==> src/rtl/mouse_packet_decoder_if.sv <==
// mouse_packet_decoder_if: byte stream from the PS/2 receiver into the packet decoder
//   rx_data  : received PS/2 byte
//   rx_valid : one-cycle strobe, rx_data valid this cycle
interface mouse_packet_decoder_if;
   logic [7:0] rx_data;
   logic       rx_valid;
   modport master (output rx_data, rx_valid);
   modport slave  (input rx_data, rx_valid);
endinterface

==> src/rtl/mouse_packet_decoder.sv <==
// mouse_packet_decoder: assembles 3-byte PS/2 mouse packets into a clamped cursor, board grid cell and click outputs
//   clk, rst (async, active-high), interboard_rst (sync re-centre)
//   rx             : byte stream (rx_data, rx_valid) from the PS/2 receiver
//   packet_done    : pulse while a packet is applied
//   mouse_x/y      : cursor position, clamped to the screen
//   l_click        : pulse on left-button press edge
//   cheat_activate : right button held in the last packet
//   mouse_valid, mouse_block_x/y : grid cell under the cursor, one cycle behind the position
//   Optional: define MOUSE_ACCEL_EN to double deltas of magnitude 16 or more.
module mouse_packet_decoder #(
   parameter int SCREEN_W    = 640,
   parameter int SCREEN_H    = 480,
   parameter int BOARD_X0    = 0,
   parameter int BOARD_Y0    = 0,
   parameter int BLOCK_W     = 32,
   parameter int BLOCK_H     = 60,
   parameter int COLS        = 20,
   parameter int ROWS        = 8,
   parameter int TIMEOUT_CYC = 2000000
) (
   input  logic                  clk,
   input  logic                  rst,
   input  logic                  interboard_rst,
   mouse_packet_decoder_if.slave rx,
   output logic                  packet_done,
   output logic [9:0]            mouse_x,
   output logic [8:0]            mouse_y,
   output logic                  l_click,
   output logic                  cheat_activate,
   output logic                  mouse_valid,
   output logic [4:0]            mouse_block_x,
   output logic [2:0]            mouse_block_y
);
   typedef enum logic [1:0] {B0, B1, B2, UPD} state_t;
   localparam int CW = $clog2(TIMEOUT_CYC);
   // Division by a constant is done as a compare ladder against multiples of the block size.
   function automatic logic [8:0] grid(input logic [9:0] x, input logic [8:0] y);
      int xo, yo;
      logic [4:0] bx;
      logic [2:0] by;
      logic v;
      xo = int'(x) - BOARD_X0;
      yo = int'(y) - BOARD_Y0;
      v = xo >= 0 && xo < COLS * BLOCK_W && yo >= 0 && yo < ROWS * BLOCK_H;
      bx = '0;
      by = '0;
      for (int i = 1; i < COLS; i++) if (xo >= i * BLOCK_W) bx = 5'(i);
      for (int i = 1; i < ROWS; i++) if (yo >= i * BLOCK_H) by = 3'(i);
      return v ? {v, bx, by} : 9'd0;
   endfunction
   function automatic logic signed [11:0] eff(input logic sgn, input logic [7:0] b, input logic ovf);
      logic signed [11:0] d;
      d = {{4{sgn}}, b};
`ifdef MOUSE_ACCEL_EN
      if (d >= 12'sd16 || d <= -12'sd16) d = d <<< 1;
`endif
      return ovf ? 12'sd0 : d;
   endfunction
   function automatic logic [9:0] clampv(input logic signed [11:0] v, input int maxv);
      return v < 0 ? 10'd0 : (int'(v) > maxv ? 10'(maxv) : v[9:0]);
   endfunction
   localparam logic [9:0] X_RST = 10'(SCREEN_W / 2);
   localparam logic [8:0] Y_RST = 9'(SCREEN_H / 2);
   localparam logic [8:0] GRID_RST = grid(X_RST, Y_RST);
   state_t            state_q, state_d;
   logic [CW-1:0]     cnt_q, cnt_d;
   logic [5:0]        b0_q, b0_d;     // {y_ovf, x_ovf, y_sign, x_sign, R, L}
   logic [7:0]        dx_q, dx_d, dy_q, dy_d;
   logic              prev_l_q, prev_l_d, cheat_q, cheat_d;
   logic [9:0]        x_q, x_d;
   logic [8:0]        y_q, y_d, grid_q, grid_d;
   logic signed [11:0] nx, ny;
   always_comb begin
      state_d  = state_q;
      cnt_d    = '0;
      b0_d     = b0_q;
      dx_d     = dx_q;
      dy_d     = dy_q;
      prev_l_d = prev_l_q;
      cheat_d  = cheat_q;
      x_d      = x_q;
      y_d      = y_q;
      nx       = $signed({2'b00, x_q}) + eff(b0_q[2], dx_q, b0_q[4]);
      ny       = $signed({3'b000, y_q}) - eff(b0_q[3], dy_q, b0_q[5]);
      grid_d   = grid(x_q, y_q);
      case (state_q)
         B0: if (rx.rx_valid && rx.rx_data[3]) begin
            b0_d    = {rx.rx_data[7:4], rx.rx_data[1:0]};
            state_d = B1;
         end
         B1: if (rx.rx_valid) begin
            dx_d    = rx.rx_data;
            state_d = B2;
         end else if (cnt_q == CW'(TIMEOUT_CYC - 1)) state_d = B0;
         else cnt_d = cnt_q + 1'b1;
         B2: if (rx.rx_valid) begin
            dy_d    = rx.rx_data;
            state_d = UPD;
         end else if (cnt_q == CW'(TIMEOUT_CYC - 1)) state_d = B0;
         else cnt_d = cnt_q + 1'b1;
         UPD: begin
            state_d  = B0;
            x_d      = clampv(nx, SCREEN_W - 1);
            y_d      = 9'(clampv(ny, SCREEN_H - 1));
            cheat_d  = b0_q[1];
            prev_l_d = b0_q[0];
         end
      endcase
      if (interboard_rst) begin
         state_d  = B0;
         cnt_d    = '0;
         x_d      = X_RST;
         y_d      = Y_RST;
         cheat_d  = 1'b0;
         prev_l_d = 1'b0;
      end
   end
   always_ff @(posedge clk or posedge rst) begin
      if (rst) begin
         state_q  <= B0;
         cnt_q    <= '0;
         b0_q     <= '0;
         dx_q     <= '0;
         dy_q     <= '0;
         prev_l_q <= 1'b0;
         cheat_q  <= 1'b0;
         x_q      <= X_RST;
         y_q      <= Y_RST;
         grid_q   <= GRID_RST;
      end else begin
         state_q  <= state_d;
         cnt_q    <= cnt_d;
         b0_q     <= b0_d;
         dx_q     <= dx_d;
         dy_q     <= dy_d;
         prev_l_q <= prev_l_d;
         cheat_q  <= cheat_d;
         x_q      <= x_d;
         y_q      <= y_d;
         grid_q   <= grid_d;
      end
   end
   // A re-centre request in the update cycle wins, so the packet is neither applied nor reported.
   assign packet_done    = state_q == UPD && !interboard_rst;
   assign l_click        = packet_done && b0_q[0] && !prev_l_q;
   assign cheat_activate = cheat_q;
   assign mouse_x        = x_q;
   assign mouse_y        = y_q;
   assign mouse_valid    = grid_q[8];
   assign mouse_block_x  = grid_q[7:3];
   assign mouse_block_y  = grid_q[2:0];
endmodule

==> src/flat_wrapper.sv <==
// flat-port wrapper written by rule: the top's interface ports become plain ports
module mouse_packet_decoder_flat 
#(
   parameter int SCREEN_W    = 640,
   parameter int SCREEN_H    = 480,
   parameter int BOARD_X0    = 0,
   parameter int BOARD_Y0    = 0,
   parameter int BLOCK_W     = 32,
   parameter int BLOCK_H     = 60,
   parameter int COLS        = 20,
   parameter int ROWS        = 8,
   parameter int TIMEOUT_CYC = 2000000
)
  (clk, rst, interboard_rst, packet_done, mouse_x, mouse_y, l_click, cheat_activate, mouse_valid, mouse_block_x, mouse_block_y, rx_rx_data, rx_rx_valid);
  mouse_packet_decoder_if rx_i ();
  input  logic clk;
  input  logic rst;
  input  logic interboard_rst;
  output logic packet_done;
  output logic [9:0] mouse_x;
  output logic [8:0] mouse_y;
  output logic l_click;
  output logic cheat_activate;
  output logic mouse_valid;
  output logic [4:0] mouse_block_x;
  output logic [2:0] mouse_block_y;
  input wire logic [$bits(rx_i.rx_data)-1:0] rx_rx_data;
  input wire logic [$bits(rx_i.rx_valid)-1:0] rx_rx_valid;
  assign rx_i.rx_data = rx_rx_data;
  assign rx_i.rx_valid = rx_rx_valid;
  mouse_packet_decoder #(.SCREEN_W(SCREEN_W), .SCREEN_H(SCREEN_H), .BOARD_X0(BOARD_X0), .BOARD_Y0(BOARD_Y0), .BLOCK_W(BLOCK_W), .BLOCK_H(BLOCK_H), .COLS(COLS), .ROWS(ROWS), .TIMEOUT_CYC(TIMEOUT_CYC)) u_core (.clk(clk), .rst(rst), .interboard_rst(interboard_rst), .rx(rx_i), .packet_done(packet_done), .mouse_x(mouse_x), .mouse_y(mouse_y), .l_click(l_click), .cheat_activate(cheat_activate), .mouse_valid(mouse_valid), .mouse_block_x(mouse_block_x), .mouse_block_y(mouse_block_y));
endmodule
==> config.mk <==
export PLATFORM = sky130hd
export DESIGN_NAME = mouse_packet_decoder_flat
export DESIGN_NICKNAME = d
export VERILOG_FILES = /design/src/rtl/mouse_packet_decoder_if.sv /design/src/rtl/mouse_packet_decoder.sv /design/src/flat_wrapper.sv
export SDC_FILE = /design/constraint.sdc
export NUM_CORES = 1
export LEC_CHECK = 0
export ABC_AREA = 1
export CORE_MARGIN = 2
export CORE_UTILIZATION = 40
export DETAILED_ROUTE_END_ITERATION = 8
export GPL_TIMING_DRIVEN = 0
export PLACE_DENSITY = 0.68
export SYNTH_ARGS = -nofsm -noshare
export SYNTH_HDL_FRONTEND = slang
export SYNTH_SLANG_ARGS = --single-unit
==> constraint.sdc <==
create_clock -name clk -period 4.4 [get_ports clk]
set_clock_uncertainty 0.2 [all_clocks]
set_input_delay 0.88 -clock clk [delete_from_list [all_inputs] [get_ports clk]]
set_output_delay 0.88 -clock clk [all_outputs]
set_load 0.01 [all_outputs]
* Word level (Yosys, flattened, before mapping)
Cells that the tools add are included. Widths: inputs -> output; s select.
Storage, ports and cells: register bits after elaboration 75, input bits 12, output and inout port bits 31, logic and storage cells 118
Operators by class: $add $sub $neg 3, order comparisons 34, equality and inequality tests 5, mux-type cells 51, reduce and logical (&&, ||, !) cells 15
Operators by type and width (number):
- $mux 21 | 4
- $ge 10x9->1 const B | 8
- $mux 9 | 5
- $ge 10x10->1 const B | 4
- $ge 10x8->1 const B | 4
- $mux 10 | 4
- $mux 4 | 8
- $ge 9x9->1 const B | 3
- $lt 12x1->1 const B | 2
- $mux 12 | 2
- $mux 3 | 8
- $add 21x1->21 const B | 1
- $eq 21x21->1 const B | 1
- $ge 10x7->1 const B | 2
- $mux 5 | 4
- $ge 9x8->1 const B | 2
- $mux 2 | 9
- $add 11x12->12 | 1
- $gt 12x10->1 const B | 1
- $gt 12x11->1 const B | 1
- $sub 10x12->12 | 1
- $ge 10x1->1 const B | 1
- $ge 10x6->1 const B | 1
- $lt 10x10->1 const B | 1
- 15 further kinds | 30

* Depth between registers and ports, before layout
Gate-level depths: netlist of the first run.
depth after elaboration 21, depth in mapped cells 16, gate-level depth less buffers 16

* Least setup slack after synthesis of the first run
No wires, ideal clock.
path type in2out, start point input interboard_rst, end point output l_click, data arrival time 1.346 ns, required time 3.320 ns, slack 1.974 ns, stages 3, path buffers 0, cells stage by stage inv_1 > nand2_1 > nor3_1
On the way: longest elaborated chain between the ends 4
Ends and longest elaborated chain:
- start, declared | line flat_wrapper.sv:18 | input logic interboard_rst;
- $logic_not 1->1 | line mouse_packet_decoder.sv:144 | assign packet_done = state_q == UPD && !interboard_rst;
- $logic_and 1x1->1 | line mouse_packet_decoder.sv:144
- $logic_and 1x1->1 (2 in series) | line mouse_packet_decoder.sv:145 | assign l_click = packet_done && b0_q[0] && !prev_l_q;
- end, declared | line flat_wrapper.sv:22 | output logic l_click;
Every way passes these cells.

* Worst setup path in the final report of the first run
start point input interboard_rst, end point output packet_done
On the way: longest elaborated chain between the ends 2
Ends and longest elaborated chain:
- $logic_not 1->1 | line mouse_packet_decoder.sv:144
- $logic_and 1x1->1 | line mouse_packet_decoder.sv:144
- end, declared | line flat_wrapper.sv:19 | output logic packet_done;
Every way passes these cells.

==> results of run 1 <==
-- synthesized netlist by cell type --
cell	instances	share of area [%]
sky130_fd_sc_hd__nor3_2	1	0.20
sky130_fd_sc_hd__a22o_1	1	0.18
sky130_fd_sc_hd__o22ai_1	1	0.13
sky130_fd_sc_hd__a31oi_1	3	0.38
sky130_fd_sc_hd__nand2_2	14	1.8
sky130_fd_sc_hd__o21a_1	3	0.45
sky130_fd_sc_hd__ha_1	27	6.8
sky130_fd_sc_hd__o21bai_1	2	0.30
sky130_fd_sc_hd__inv_1	97	7.3
sky130_fd_sc_hd__nor3_1	6	0.60
sky130_fd_sc_hd__nand3b_1	3	0.45
sky130_fd_sc_hd__nor4_1	5	0.63
sky130_fd_sc_hd__or2_2	1	0.13
sky130_fd_sc_hd__o21ai_1	5	0.50
sky130_fd_sc_hd__nand3_1	30	3.0
sky130_fd_sc_hd__xnor2_1	2	0.35
sky130_fd_sc_hd__nand4_1	15	1.9
sky130_fd_sc_hd__a21oi_2	3	0.53
sky130_fd_sc_hd__nand2_4	5	1.1
sky130_fd_sc_hd__nand3_4	1	0.35
sky130_fd_sc_hd__dfrtp_1	65	33
sky130_fd_sc_hd__nand2_1	183	14
sky130_fd_sc_hd__nor2_2	3	0.38
sky130_fd_sc_hd__xor2_1	11	1.9
sky130_fd_sc_hd__nor3_4	1	0.33
sky130_fd_sc_hd__nor2_4	2	0.45
sky130_fd_sc_hd__a21oi_1	29	2.9
sky130_fd_sc_hd__fa_1	2	0.81
sky130_fd_sc_hd__inv_2	12	0.91
sky130_fd_sc_hd__buf_2	2	0.20
sky130_fd_sc_hd__a41oi_1	1	0.18
sky130_fd_sc_hd__o21ai_0	41	4.1
sky130_fd_sc_hd__o21ai_4	1	0.33
sky130_fd_sc_hd__nor4b_1	1	0.18
sky130_fd_sc_hd__nand4_2	1	0.25
sky130_fd_sc_hd__and3_1	1	0.13
sky130_fd_sc_hd__a211oi_1	2	0.30
sky130_fd_sc_hd__nor2_1	73	5.5
sky130_fd_sc_hd__nor3b_1	2	0.30
sky130_fd_sc_hd__nand3_2	3	0.60
sky130_fd_sc_hd__o31ai_1	3	0.45
sky130_fd_sc_hd__dfstp_2	10	5.3
sky130_fd_sc_hd__o211ai_1	2	0.30
sky130_fd_sc_hd__clkbuf_1	5	0.38
-- report_power, final --
part	total, W	internal [W]	leakage [nW]	switching (W)
combinational	0.000663	0.000231	1.79	0.000432
clock	0.000727	0.000451	0.145	0.000275
sequential	0.000807	0.000761	0.989	0.0000463
-- flip-flops by register name, summed over array words and instances (netlist names) --
register and cells:
u_core.mouse_y 9, u_core.grid_q 9, u_core.dy_q 8, u_core.cheat_activate 1
u_core.prev_l_q 1, u_core.dx_q 8, u_core.mouse_x 10, u_core.cnt_q 21
u_core.state_q 2, u_core.b0_q 6
-- per-stage QoR --
| stage | setup WS (ns) | total power [W] |
|---|---|---|
| 2_1_floorplan | 1.43 | 0.00132 |
| 3_3_place_gp | 0.183 | 0.00145 |
| 3_5_place_dp | 0.768 | 0.00147 |
| 4_1_cts | 0.770 | 0.00221 |
| 5_1_grt | 0.666 | 0.00234 |
| 6_report | 0.743 | 0.00220 |
-- cells by family (layout without fill, tap and decap cells) --
kind of cell / count (synthesis) / count (layout) / synth area share, %
xor gates and xnor gates: 13 / 13 / 2.29
buffers and inverters: 116 / 174 / 8.82
AOI/OAI and AO/OA: 97 / 97 / 11.1
DFF: 75 / 75 / 38.0
and+or+nand+nor: 351 / 351 / 32.1
adders and majority gates: 29 / 29 / 7.61
-- critical path, stage by stage --
cell	delay (ns)
sky130_fd_sc_hd__clkdlybuf4s50_1	0.48
sky130_fd_sc_hd__inv_1	0.16
sky130_fd_sc_hd__nand2_1	0.18
sky130_fd_sc_hd__inv_1	0.28
sky130_fd_sc_hd__clkdlybuf4s50_1	0.60
-- path summary, 6_finish.rpt --
path                            cells after the start  slack (ns)                             to                  startpoint
worst max-delay path                                5        0.74                    packet_done              interboard_rst
worst min-delay path                                2        0.29     u_core.dy_q[1]$_DFFE_PP0P_  u_core.dy_q[1]$_DFFE_PP0P_
worst max register to register                     13        1.63  u_core.mouse_x[2]$_DFFE_PP0P_  u_core.b0_q[4]$_DFFE_PP0P_
worst min register to register                      2        0.29     u_core.dy_q[1]$_DFFE_PP0P_  u_core.dy_q[1]$_DFFE_PP0P_
max in group asynchronous                           3        2.86  u_core.mouse_y[7]$_DFFE_PP1P_                         rst
min in group asynchronous                           2        0.56  u_core.mouse_x[4]$_DFFE_PP0P_                         rst
-- layer usage --
metal	vias to the layer above	routed length [um]	share of wire, %
met5	-	0	0
met4	0	88	0.77
met3	10	502	4.4
met2	95	5570	49
met1	2069	5290	46
li1	2292	-	-
-- cell type report --
cell class	count	area share (%)
clock buffers	11	4.11
well taps	168	3.56
inverters	109	6.96
flip-flops and latches	75	32.0
repair buffers	42	7.41
plain buffers	7	0.487
multi-input cells	490	44.6
clock inverters	5	0.889
==> impl_metrics.tcl, run 1 <==
set metrics [dict create \
    finish.utilization_pct 49.0 \
    fin_nets 775 \
    setup.worst_path.end_class "output pin" \
    grt_first_pass_wirelength_um 19700 \
    pin_count 43 \
    clk_path_buf_depth 2 \
    clkLatencyLatePin_ns 0.33 \
    cts_num_sinks 75 \
    cap_violations 0 \
    post_drt_wl_per_cell_um 12.6 \
    route.detailed.drc 0 \
    cts_htree_levels 3 \
    grt_util_met3_pct 3.92 \
    worst_hold_slack_ns 0.291 \
    fillCellCount 1159 \
    clock-root-buffer "sky130_fd_sc_hd__clkbuf_16" \
    first_iter_violations 237 \
    hold_violations 0 \
    final_slew_viol_count 0 \
    routabilityCongestion 0.929 \
    die-area_um2 13300 \
    multiInputGateArea_um2 2640 \
    grt_max_degree 74 \
    worst_path_clk_slew_ns 0.06 \
    tritoncts_clock_tree "yes" \
    accumulated_negative_setup_slack_ns 0 \
    post-dp-hpwl_um 8780 \
    post-cts-setup-buffer-count 0 \
    routed_wl_um 11400 \
    cp_max_fo 7 \
    buffer_ports.inserted 41 \
    final-setup-viol-count 0 \
    syn-instance-count 681 \
    crit_required_ns 3.32 \
    outcome "complete, no violations" \
    instances_no_fill 907 \
    total_congestion_overflow_after_global_routing 0 \
    numCtsBuffers 9 \
    hold_bufs_at_cts 0 \
    grt_setup_unrepaired "no" \
    die_h_um 115 \
    cts-resized-gates 0 \
    globalRoute.busiestLayer "met2" \
    final_design_area_no_fill_um2 5910 \
    path_class "in -> out" \
    detailed_route_vias_per_instance 4.92 \
    core_region_area_um2 12100 \
    floorplan.rows 40 \
    syn-mean-instance-area_um2 7.29 \
    post_synth_instance_area_um2 4970 \
    synth.yosys.warnings 0 \
    timing.slew.headroom_pct 63.8 \
    met2_usage_pct 30.9 \
    layout_cell_share_with_drive_strength_beyond_1_pct 10.4 \
    worstMarginPinSlew_ns 0.542 \
    synthesis.nets 722 \
    drtPass1Iterations 4 \
    initial_antenna_violation_count 0 \
    initial_utilization_pct 41.2 \
    timing.final.crit_period_ns 3.66 \
    place.detailed.instances 891 \
    syn_to_final_growth_pct 19.0 \
    drtAntennaViolNets 0 \
    final_common_cell "sky130_fd_sc_hd__nand2_1" \
    power_density_nw_per_um2 372 \
    grtUsageMet1_pct 24.7 \
    antenna_cell_count 0 \
    fp.dieW_um 115 \
    arrival_time_of_the_worst_setup_path_ns 2.58 \
    via_count_of_the_routed_design 4466 \
    ir_worst_vdd_uv 246 \
    flop_and_latch_count_out_of_synthesis 75 \
    area.sequential_um2 1890 \
    static-leakage-power_nw 2.92 \
    finalCritPeriodShare_pct 83.1 \
    fmax_mhz 273 \
    grt.total_usage_pct 18.3 \
    worstHoldPathType "reg -> reg" \
    synth.lib_cells_used.distinct 44 \
    first_global_vias 4283 \
    startpoint_type "primary input" \
    placement.cell_area_um2 5620 \
    commonest_non_fill_non_tap_cells_in_the_layout "sky130_fd_sc_hd__nand2_1, sky130_fd_sc_hd__inv_1, sky130_fd_sc_hd__nor2_1, sky130_fd_sc_hd__dfrtp_1" \
    synth_seq_area_share_pct 38.0 \
]
(Power assumes the default switching activity.)
==> run 2: changes to the inputs <==
PLACE_DENSITY = 0.7   (was 0.68)
clock period = 3.35 ns   (was 4.4 ns; I/O delays follow)
==> impl_metrics.tcl, run 2 (synthesis results as in run 1) <==
set metrics [dict create \
    outcome "complete, no violations" \
    clock-root-buffer "sky130_fd_sc_hd__clkbuf_16" \
    layout_cell_share_with_drive_strength_beyond_1_pct 10.1 \
    cap_violations 0 \
    grt.total_usage_pct 17.9 \
    die-area_um2 13300 \
    post_drt_wl_per_cell_um 12.0 \
    routed_wl_um 10900 \
    first_iter_violations 210 \
    post-dp-hpwl_um 8450 \
    hold_bufs_at_cts 0 \
    instances_no_fill 907 \
    worst_hold_startpoint "u_core.dy_q[1]$_DFFE_PP0P_" \
    place.detailed.instances 891 \
    setup.worst_path.end_class "output pin" \
    final-setup-viol-count 0 \
    cts_num_sinks 75 \
    route.detailed.drc 0 \
    arrival_time_of_the_worst_setup_path_ns 2.35 \
    hold_violations 0 \
    die_h_um 115 \
    syn_to_final_growth_pct 19.4 \
    ir_worst_vdd_uv 353 \
    first_global_vias 4066 \
    initial_antenna_violation_count 0 \
    numCtsBuffers 9 \
    registers.top_by_ff_count "u_core.cnt_q" \
    clkLatencyLatePin_ns 0.33 \
    post-cts-setup-buffer-count 0 \
    fmax_mhz 311 \
    startpoint_type "primary input" \
    ff2ff_setup_slack_ns 0.55 \
    routabilityCongestion 0.921 \
    floorplan.rows 40 \
    crit_required_ns 2.48 \
    timing.final.crit_period_ns 3.22 \
    cts_htree_levels 3 \
    finalCritPeriodShare_pct 96.1 \
    drtPass1Iterations 4 \
    grt_max_degree 64 \
    grt_first_pass_wirelength_um 19100 \
    final_slew_viol_count 0 \
    static-leakage-power_nw 2.92 \
    detailed_route_vias_per_instance 4.84 \
    final_common_cell "sky130_fd_sc_hd__nand2_1" \
    grt_setup_unrepaired "no" \
    timing.slew.headroom_pct 66.4 \
    final_worst_slack_ns 0.130 \
    placement.cell_area_um2 5620 \
    worstHoldPathType "reg -> reg" \
    cp_max_fo 7 \
    fp.dieW_um 115 \
    hold_end "u_core.dy_q[1]$_DFFE_PP0P_" \
    worstMarginPinSlew_ns 0.503 \
    reg2reg_from "u_core.b0_q[4]$_DFFE_PP0P_" \
    timing.hold.worst_path_depth 2 \
    drtAntennaViolNets 0 \
    power_density_nw_per_um2 495 \
    cts-resized-gates 0 \
    largest_reg_flops 21 \
    reg2regPathDepth 13 \
    final_design_area_no_fill_um2 5930 \
    finish.utilization_pct 49.1 \
    antenna_cell_count 0 \
    worst_path_clk_slew_ns 0.05 \
    fin_nets 775 \
    post-place-ws_ns 0.136 \
    clk_path_buf_depth 2 \
    tritoncts_clock_tree "yes" \
    pin_count 43 \
    r2r-end "u_core.mouse_x[5]$_DFFE_PP0P_" \
    buffer_ports.inserted 41 \
    initial_utilization_pct 41.2 \
    path_class "in -> out" \
    total_congestion_overflow_after_global_routing 0 \
    commonest_non_fill_non_tap_cells_in_the_layout "sky130_fd_sc_hd__nand2_1, sky130_fd_sc_hd__inv_1, sky130_fd_sc_hd__nor2_1, sky130_fd_sc_hd__dfrtp_1" \
    core_region_area_um2 12100 \
    via_count_of_the_routed_design 4391 \
]
==> run 2: metal layers <==
layer	part of all wire, %	global-route usage (%)	up-vias
met5	0	0	-
met4	1.1	3.86	0
met3	4.2	4.71	11
met2	45	28.3	80
met1	49	25.0	2008
li1	-	-	2292
==> run 2: stage by stage <==
stage	TNS, ns	total power [W]	hold WS, ns
2_1_floorplan	0	0.00173	0.253
3_3_place_gp	-43.36	0.00191	0.269
3_5_place_dp	0	0.00193	0.274
4_1_cts	0	0.00296	0.289
5_1_grt	0	0.00314	0.318
6_report	0	0.00293	0.287
==> run 2: critical path: stages <==
cell                              delay, ns
sky130_fd_sc_hd__clkdlybuf4s50_1       0.48
sky130_fd_sc_hd__inv_1                 0.16
sky130_fd_sc_hd__nand2_1               0.18
sky130_fd_sc_hd__inv_1                 0.27
sky130_fd_sc_hd__clkdlybuf4s50_1       0.59
==> run 2: cell type report <==
type / count / area, um^2
flip-flops and latches: 75 / 1890
inverters: 109 / 412
plain buffers: 7 / 28.8
repair buffers: 42 / 438
clock buffers: 12 / 236
clock inverters: 4 / 75.1
multi-input cells: 490 / 2640
well taps: 168 / 210
fillers: 1182 / 6130
==> run 2: power breakdown <==
| group | switching (W) | internal (W) | total [W] |
|---|---|---|---|
| registers | 0.0000550 | 0.000999 | 0.00105 |
| clock network | 0.000364 | 0.000653 | 0.00102 |
| logic | 0.000559 | 0.000303 | 0.000862 |
| total | 0.000978 | 0.00195 | 0.00293 |
==> run 2: how the worst max path moves through the flow <==
stage	start	endpoint	slack [ns]	depth (start not counted)
2_1_floorplan	rst	u_core.b0_q[0]$_DFFE_PP0P_	0.59	1
3_3_place_gp	rst	u_core.mouse_x[9]$_DFFE_PP0P_	-0.67	2
4_1_cts	interboard_rst	packet_done	0.14	5
3_5_place_dp	interboard_rst	packet_done	0.14	5
5_1_grt	interboard_rst	packet_done	0.01	5
6_report	interboard_rst	packet_done	0.13	5
